===== src/rtl/lcd_pkg.sv =====
// Shared definitions for the HD44780 write scheduler: command bytes,
// default phase timings and the scheduler state encoding.
package lcd_pkg;

    localparam logic [7:0] CMD_FUNCTION_SET = 8'h38;
    localparam logic [7:0] CMD_DISPLAY_ON   = 8'h0C;
    localparam logic [7:0] CMD_CLEAR        = 8'h01;
    localparam logic [7:0] CMD_HOME         = 8'h02;
    localparam logic [7:0] CMD_ENTRY_MODE   = 8'h06;

    localparam int DEF_SETUP_CYC = 5;
    localparam int DEF_PULSE_CYC = 50;
    localparam int DEF_STD_WAIT  = 2000;
    localparam int DEF_LONG_WAIT = 90000;
    localparam int DEF_CNT_W     = 32;

    typedef enum logic [2:0] {
        ST_IDLE  = 3'd0,
        ST_SETUP = 3'd1,
        ST_PULSE = 3'd2,
        ST_HOLD  = 3'd3,
        ST_WAIT  = 3'd4
    } state_t;

endpackage


===== src/rtl/lcd_write_sched_rr_arbiter.sv =====
// Combinational round-robin pick: first set request searching upward
// (with wrap) from the pointer plus one.
module lcd_rr_arbiter #(
    parameter int NUM_REQ = 2
) (
    input  logic [NUM_REQ-1:0] i_req,
    input  logic [1:0]         i_ptr,
    output logic [NUM_REQ-1:0] o_grant,
    output logic [1:0]         o_idx,
    output logic               o_valid
);

    always_comb begin
        o_grant = '0;
        o_idx   = 2'd0;
        o_valid = 1'b0;
        for (int k = 1; k <= NUM_REQ; k++) begin
            for (int i = 0; i < NUM_REQ; i++) begin
                if (!o_valid && i_req[i] && (i == ((int'(i_ptr) + k) % NUM_REQ))) begin
                    o_grant[i] = 1'b1;
                    o_idx      = 2'(i);
                    o_valid    = 1'b1;
                end
            end
        end
    end

endmodule


===== src/rtl/lcd_write_sched.sv =====
// HD44780 post-init write scheduler: passes the init sequencer through until
// it reports done, then arbitrates requesters and sequences each bus write.
module lcd_write_sched
    import lcd_pkg::*;
#(
    parameter int NUM_REQ   = 2,
    parameter int SETUP_CYC = DEF_SETUP_CYC,
    parameter int PULSE_CYC = DEF_PULSE_CYC,
    parameter int STD_WAIT  = DEF_STD_WAIT,
    parameter int LONG_WAIT = DEF_LONG_WAIT,
    parameter int CNT_W     = DEF_CNT_W
) (
    input  logic                 clk,
    input  logic                 rst_n,
    input  logic                 i_init_done,
    input  logic [7:0]           i_init_data,
    input  logic                 i_init_rs,
    input  logic                 i_init_rw,
    input  logic                 i_init_e,
    input  logic [NUM_REQ-1:0]   i_req,
    input  logic [8*NUM_REQ-1:0] i_req_data,
    input  logic [NUM_REQ-1:0]   i_req_rs,
    output logic [NUM_REQ-1:0]   o_ack,
    output logic [1:0]           o_grant_id,
    output logic                 o_busy,
    output logic [7:0]           o_lcd_data,
    output logic                 o_lcd_rs,
    output logic                 o_lcd_rw,
    output logic                 o_lcd_e
);

    localparam logic [CNT_W-1:0] C_SETUP = CNT_W'(SETUP_CYC - 1);
    localparam logic [CNT_W-1:0] C_PULSE = CNT_W'(PULSE_CYC - 1);
    localparam logic [CNT_W-1:0] C_STD   = CNT_W'(STD_WAIT - 1);
    localparam logic [CNT_W-1:0] C_LONG  = CNT_W'(LONG_WAIT - 1);

    state_t             r_state, w_state_nxt;
    logic [CNT_W-1:0]   r_cnt, w_cnt_nxt;
    logic               r_init_seen, r_first, r_rs;
    logic [7:0]         r_data;
    logic [1:0]         r_ptr, r_grant;
    logic [NUM_REQ-1:0] w_gnt_oh;
    logic [1:0]         w_gnt_idx;
    logic               w_gnt_valid, w_start, w_long, w_sel_rs;
    logic [7:0]         w_sel_data;

    lcd_rr_arbiter #(.NUM_REQ(NUM_REQ)) u_arb (
        .i_req   (i_req),
        .i_ptr   (r_ptr),
        .o_grant (w_gnt_oh),
        .o_idx   (w_gnt_idx),
        .o_valid (w_gnt_valid)
    );

    always_comb begin
        w_sel_data = 8'h00;
        w_sel_rs   = 1'b0;
        for (int i = 0; i < NUM_REQ; i++) begin
            if (w_gnt_oh[i]) begin
                w_sel_data = i_req_data[8*i +: 8];
                w_sel_rs   = i_req_rs[i];
            end
        end
    end

    // Clear (0x01) and home (0x02/0x03) need the long busy-wait.
    assign w_long  = !r_rs && ((r_data == CMD_CLEAR) || (r_data == CMD_HOME) || (r_data == 8'h03));
    assign w_start = (r_state == ST_IDLE) && r_init_seen && w_gnt_valid;

    always_comb begin
        w_state_nxt = r_state;
        w_cnt_nxt   = r_cnt;
        case (r_state)
            ST_IDLE: begin
                if (w_start) begin
                    w_state_nxt = ST_SETUP;
                    w_cnt_nxt   = C_SETUP;
                end
            end
            ST_SETUP: begin
                if (r_cnt == '0) begin
                    w_state_nxt = ST_PULSE;
                    w_cnt_nxt   = C_PULSE;
                end else begin
                    w_cnt_nxt = r_cnt - CNT_W'(1);
                end
            end
            ST_PULSE: begin
                if (r_cnt == '0) begin
                    w_state_nxt = ST_HOLD;
                    w_cnt_nxt   = C_SETUP;
                end else begin
                    w_cnt_nxt = r_cnt - CNT_W'(1);
                end
            end
            ST_HOLD: begin
                if (r_cnt == '0) begin
                    w_state_nxt = ST_WAIT;
                    w_cnt_nxt   = w_long ? C_LONG : C_STD;
                end else begin
                    w_cnt_nxt = r_cnt - CNT_W'(1);
                end
            end
            ST_WAIT: begin
                if (r_cnt == '0) begin
                    w_state_nxt = ST_IDLE;
                end else begin
                    w_cnt_nxt = r_cnt - CNT_W'(1);
                end
            end
            default: w_state_nxt = ST_IDLE;
        endcase
    end

    always_ff @(posedge clk or negedge rst_n) begin
        if (!rst_n) begin
            r_state     <= ST_IDLE;
            r_cnt       <= '0;
            r_init_seen <= 1'b0;
            r_first     <= 1'b0;
            r_data      <= 8'h00;
            r_rs        <= 1'b0;
            r_ptr       <= 2'(NUM_REQ - 1);
            r_grant     <= 2'd0;
        end else begin
            r_state     <= w_state_nxt;
            r_cnt       <= w_cnt_nxt;
            r_init_seen <= r_init_seen | i_init_done;
            r_first     <= w_start;
            if (w_start) begin
                r_data  <= w_sel_data;
                r_rs    <= w_sel_rs;
                r_ptr   <= w_gnt_idx;
                r_grant <= w_gnt_idx;
            end
        end
    end

    assign o_ack      = (r_state == ST_SETUP && r_first) ? (NUM_REQ'(1) << r_grant) : '0;
    assign o_grant_id = r_grant;
    assign o_busy     = !r_init_seen || (r_state != ST_IDLE);
    assign o_lcd_data = r_init_seen ? ((r_state == ST_IDLE) ? 8'h00 : r_data) : i_init_data;
    assign o_lcd_rs   = r_init_seen ? ((r_state == ST_IDLE) ? 1'b0 : r_rs) : i_init_rs;
    assign o_lcd_rw   = r_init_seen ? 1'b0 : i_init_rw;
    assign o_lcd_e    = r_init_seen ? (r_state == ST_PULSE) : i_init_e;

endmodule


===== config.mk =====
export PLATFORM = sky130hd
export DESIGN_NAME = lcd_write_sched
export DESIGN_NICKNAME = d
export VERILOG_FILES = /design/src/rtl/lcd_pkg.sv /design/src/rtl/lcd_write_sched_rr_arbiter.sv /design/src/rtl/lcd_write_sched.sv
export SDC_FILE = /design/constraint.sdc
export NUM_CORES = 1
export LEC_CHECK = 0
export ABC_AREA = 1
export BUFFER_PORTS_ARGS = -buffer_cell sky130_fd_sc_hd__buf_2
export CAP_MARGIN = 20
export CORE_MARGIN = 1
export CORE_UTILIZATION = 35
export DETAILED_ROUTE_END_ITERATION = 8
export HOLD_SLACK_MARGIN = 0.02
export PLACE_DENSITY = 0.56
export SLEW_MARGIN = 20
export SYNTH_ARGS = -nofsm -noshare
export SYNTH_HDL_FRONTEND = slang
export SYNTH_SLANG_ARGS = --single-unit

===== constraint.sdc =====
create_clock -name clk -period 4.2 [get_ports clk]
set_input_delay 0 -clock clk [delete_from_list [all_inputs] [get_ports clk]]
set_output_delay 0 -clock clk [all_outputs]
set_load 0.01 [all_outputs]

Word-level counts from Yosys, hierarchy flattened
Index checks and enable logic that the tools add are counted.
W data, S select, Z words.
- add/subtract/negate cells: 3
- $mul: 0
- div/mod/pow operators: 0
- order comparisons: 0
- equal/unequal tests: 15
- shift-type cells: 1
- muxes and demuxes: 34
- bitwise logic cells: 3
- reduce and logical (&&, ||, !) cells: 27
- operator list (cell ; count):
    $mux W32 ; 5
    $pmux W32 S5 ; 1
    $logic_not A32 Y1 ; 3
    $mux W8 ; 4
    $sub A32 B1 Y32 const B ; 1
    $mux W17 ; 1
    $eq A8 B2 Y1 const B ; 2
    $mux W1 ; 16
    $mux W3 ; 5
    $pmux W3 S5 ; 1
    $ne A2 B2 Y1 const B ; 6
    $logic_and A1 B1 Y1 ; 11
    $eq A8 B1 Y1 const B ; 1
    $eq A3 B2 Y1 const B ; 2
    $logic_not A1 Y1 ; 5
    $reduce_and A5 Y1 ; 1
    $reduce_bool A5 Y1 ; 1
    $eq A2 B2 Y1 const A ; 2
    $eq A3 B1 Y1 const B ; 1
    $eq A3 B3 Y1 const B ; 1
    $logic_not A3 Y1 ; 1
    $logic_or A1 B1 Y1 ; 3
    $reduce_and A3 Y1 ; 1
    $reduce_bool A3 Y1 ; 1
    other kinds (5) ; 7
- bits in registers: 48
- bits in latches: 0
- bits in writable memories: 0
- memory bits (read-only): 0
- input bits: 34
- logic and storage cells: 91
- memories: 0

Depth between registers and ports, before layout
- word-level depth: 20
- mapped depth: 14
- depth with buffers taken out: 13

Cells and area by module
A second synthesis with hierarchy kept.
- cells, all modules: 513
- area, all modules: 3438.3 µm²
- by module, submodules not included (module ; instances ; cells each ; area each (µm²)):
    lcd_write_sched ; 1 ; 504 ; 3393.3
    lcd_rr_arbiter ; 1 ; 9 ; 45.0

Least setup slack after synthesis
OpenSTA, ideal clock, no wires.
- path type: reg2reg
- start point: register r_cnt[0]
- end point: register r_cnt[24]
- setup time: 0.118 ns
- arrival: 1.556 ns
- setup slack: 2.526 ns
- cell stages (with the launch flop): 12
- cell sequence: dfrtp_1 > inv_1 > ha_1 > nand2_1 > nor2_1 > nand2_1 > nor2_1 > nand2_1 > xor2_1 > inv_1 > nand3_1 > nand2_1
- longest elaborated chain between the ends: 3
- elaborated cells between the ends (all ways): 9
- ends and longest elaborated chain (item ; RTL line ; source):
    start, declared ; lcd_write_sched.sv:38 ; logic [CNT_W-1:0] r_cnt, w_cnt_nxt;
    start signal, assigned ; lcd_write_sched.sv:127 ; r_cnt <= w_cnt_nxt;
    $sub A32 B1 Y32 / $logic_not A32 Y1 (equally long branches) ; - ;
    $mux W32 (tied with other cells) ; lcd_write_sched.sv:105 ; if (r_cnt == '0) begin
    $pmux W32 S5 / $reduce_and A3 Y1 (equally long branches) ; - ;
Parallel ways exist; a longest one is shown, timed or not. The select of a mux whose other input is x is not followed.
A chain may end at the register's enable or synchronous reset.

Worst setup path in the final report
- start point: register r_state[0]
- end point: register r_cnt[17]
- longest elaborated chain between the ends: 5
- elaborated cells between the ends (all ways): 12
- ends and longest elaborated chain (item ; RTL line ; source):
    start, declared ; lcd_write_sched.sv:37 ; state_t r_state, w_state_nxt;
    start signal, assigned ; lcd_write_sched.sv:126 ; r_state <= w_state_nxt;
    $logic_not A3 Y1 ; lcd_write_sched.sv:68, lcd_write_sched.sv:73 ;
    $logic_and A1 B1 Y1 (2 in series) ; lcd_write_sched.sv:68 ; assign w_start = (r_state == ST_IDLE) && r_init_seen && w_gnt_valid;
    $ne A2 B2 Y1 (no source line) ; - ;
    $reduce_and A3 Y1 (no source line) ; - ;
Parallel ways exist; a longest one is shown, timed or not.

==> results.sh <==
export IMPL_report_final_setup_viol=0
export IMPL_yosysSeqAreaShare_pct=35.5
export IMPL_die_height_um=100
export IMPL_crit_path_end_kind="flip-flop"
export IMPL_worstHoldStart="i_req_data[14]"
export IMPL_wire_per_inst_um=12.7
export IMPL_initial_core_util_pct=36.3
export IMPL_reg2reg_to="r_cnt[17]"
export IMPL_skew_ns=0.0136
export IMPL_antenna_cells=0
export IMPL_postSynthCellCount=527
export IMPL_finalCritPeriodShare_pct=62.6
export IMPL_worst_pin_slew_ns=0.623
export IMPL_numCtsBuffers=5
export IMPL_path_class="reg -> reg"
export IMPL_switching_share_pct=53.7
export IMPL_coreArea_um2=9330
export IMPL_yosysWarnings=0
export IMPL_ant_nets=0
export IMPL_slew_violations=0
export IMPL_start_kind="flip-flop"
export IMPL_min_to="r_data[6]"
export IMPL_fp_dieW_um=100
export IMPL_fin_setup_tns_ns=0
export IMPL_io_buffers=48
export IMPL_hold_path_depth=5
export IMPL_vias=3397
export IMPL_hold_violations=0
export IMPL_ys_ff_latch=48
export IMPL_instances_no_fill=717
export IMPL_antenna_found_initial=0
export IMPL_first_iter_violations=169
export IMPL_grt_pass1_wl_mm=15.7
export IMPL_synthDistinctLibCells=34
export IMPL_reg2reg_depth=12
export IMPL_htree_levels=2
export IMPL_arrival_ns=2.83
export IMPL_nets=623
export IMPL_postCtsSetupRepairBufs=0
export IMPL_cp_max_fo=24
export IMPL_combPwrFrac_pct=65.9
export IMPL_clockRootBuffer="clkbuf_8"
export IMPL_area_growth_pct=17.5
export IMPL_status="completed"
export IMPL_relSlewSlack_pct=58.5
export IMPL_vdd_drop_max_mv=0.298
export IMPL_synth_nets=563
export IMPL_io_pins=50
export IMPL_viasPerCell=4.74
export IMPL_final_common_cell="nand2_1"
export IMPL_clkLatencyLatePin_ns=0.31
export IMPL_pwr_share_clk_pct=8.5
export IMPL_grt_pass1_vias=3352
export IMPL_num_rows=35
export IMPL_syn_avg_cell_area_um2=6.43
export IMPL_clockBufferDepth=2
export IMPL_place_area_um2=3710
export IMPL_crit_required_ns=4.40
export IMPL_final_cell_mix="165 x nand2_1, 106 x nor2_1, 59 x inv_1"
export IMPL_p_per_area_nw_per_um2=853
export IMPL_post_route_util_pct=42.7
export IMPL_finalInstanceArea_um2=3980
export IMPL_min_path_type="in -> reg"
export IMPL_switching_power_uw=1830
export IMPL_drive_gt1_share_pct=12.9
export IMPL_grt_usage_pct=19.6
export IMPL_leakage_uw=0.00224
export IMPL_rsz0062_at_grt="false"
export IMPL_grt_overflow=0
export IMPL_power_frac_seq_pct=25.6
export IMPL_reg2reg_slack_ns=1.57
export IMPL_max_cap_violations=0
export IMPL_gp_congestion=0.844
export IMPL_hpwl_mm=6.91
export IMPL_grt_max_degree=49
export IMPL_tritoncts="yes"
export IMPL_drc=0
export IMPL_r2r_start="r_state[0]"
export IMPL_dp_cells=691
export IMPL_cts_clk_slew_worst_paths_ns=0.10
export IMPL_cts_sinks=48
export IMPL_min_period_ns=2.63
export IMPL_p_int_uw=1570
export IMPL_fmax_mhz=381
export IMPL_synth_area_um2=3390
export IMPL_routed_wl_mm=9.11
export IMPL_die_area_um2=10100
export IMPL_drt_pass1_iter_count=4
synthesized netlist by cell type:
| cell type | instances | area [um2] |
|---|---|---|
| inv_1 | 59 | 221 |
| dfstp_2 | 1 | 26.3 |
| nor2_4 | 3 | 33.8 |
| a21oi_1 | 5 | 25.0 |
| nor2_8 | 1 | 20.0 |
| nand4_1 | 17 | 106 |
| conb_1 | 1 | 3.75 |
| ha_1 | 2 | 25.0 |
| nand3_2 | 1 | 10.0 |
| clkbuf_1 | 5 | 18.8 |
| o2111a_1 | 1 | 11.3 |
| nor3_1 | 6 | 30.0 |
| xnor2_1 | 4 | 35.0 |
| nand3_1 | 42 | 210 |
| or2_0 | 1 | 6.26 |
| buf_6 | 2 | 22.5 |
| o221ai_1 | 4 | 35.0 |
| nand2_4 | 3 | 33.8 |
| o21a_1 | 1 | 7.51 |
| nor2_1 | 106 | 398 |
| inv_2 | 2 | 7.51 |
| or2_2 | 1 | 6.26 |
| o21ai_0 | 15 | 75.1 |
| o21ai_1 | 2 | 10.0 |
| inv_4 | 1 | 6.26 |
| nor2_2 | 5 | 31.3 |
| nand2_1 | 165 | 619 |
| dfrtp_1 | 47 | 1180 |
| nand2_2 | 3 | 18.8 |
| buf_2 | 3 | 15.0 |
| nand3b_1 | 3 | 22.5 |
| buf_4 | 3 | 22.5 |
| and2_1 | 3 | 18.8 |
| xor2_1 | 9 | 78.8 |
stage by stage:
stage          hold slack, ns  power, uW  setup slack (ns)
5_1_grt                0.0762       3780              1.30
6_report               0.0581       3400              1.57
2_1_floorplan          -0.296       2530              2.53
3_3_place_gp            0.192       3000              1.67
3_5_place_dp            0.199       3020              1.57
4_1_cts                0.0594       3400              1.56
power by group through the flow:
stage,clock network [uW],registers (uW),logic (uW)
after global routing,317,895,2570
final,290,869,2240
after global placement,0,868,2130
after floorplan,0,809,1720
after CTS,302,865,2240
after detailed placement,0,873,2150
worst max path at each step:
stage,start,endpoint,slack [ns],cells past startpoint
2_1_floorplan,r_cnt[0],r_cnt[24],2.53,11
6_report,r_state[0],r_cnt[17],1.57,12
3_5_place_dp,r_state[0],r_cnt[31],1.57,12
3_3_place_gp,r_state[0],r_cnt[31],1.67,12
5_1_grt,r_state[0],r_cnt[21],1.30,12
4_1_cts,r_state[0],r_cnt[31],1.56,12
cell families (layout without fill, tap and decap cells):
family	Yosys count	in the layout	synth area share, %
other	1	1	0.111
flip-flops	48	48	35.5
adder cells (fa/ha/maj)	2	2	0.738
AO/OA/AOI/OAI	28	28	4.84
buffers and inverters	75	136	9.27
AND/OR/NAND/NOR	360	360	46.2
XOR/XNOR	13	13	3.36
sequential cells by signal, indices dropped and copies added, names as in the netlist:
signal	flops
r_data	8
r_ptr	1
r_state	3
r_first	1
r_cnt	32
r_init_seen	1
r_rs	1
o_grant_id	1
layer usage:
| layer | up-vias | global-route usage [%] | share of wire, % |
|---|---|---|---|
| met1 | 1516 | 24.3 | 46 |
| met2 | 104 | 34.9 | 48 |
| met3 | 15 | 2.65 | 4.4 |
| met4 | 0 | 6.24 | 1.9 |
| met5 | - | 0 | 0 |
| li1 | 1762 | - | - |
what timing repair did:
item | in CTS | in global routing
endpoints found under the hold margin | 56 | 0
resized for setup | 0 | 0
hold buffers | 18 | 0
layout make-up:
type,count,area (um2)
flip-flops and latches,48,1200
clock buffers,6,72.6
fillers,992,5350
inverters,62,235
multi-input cells,404,1870
repair buffers,66,423
well taps,129,161
clock inverters,2,16.3
worst max-delay path, cell delays in order (launching register included):
cell	delay, ns
dfrtp_1	0.46
nor2_4	0.17
nand2_4	0.11
inv_4	0.09
nand2_4	0.05
nor2_4	0.35
inv_2	0.16
nand2_4	0.19
inv_2	0.09
nor2_8	0.31
nand2_1	0.33
nand2_1	0.16
nor2_1	0.05
Note: power is estimated with default switching activity, not from simulation.
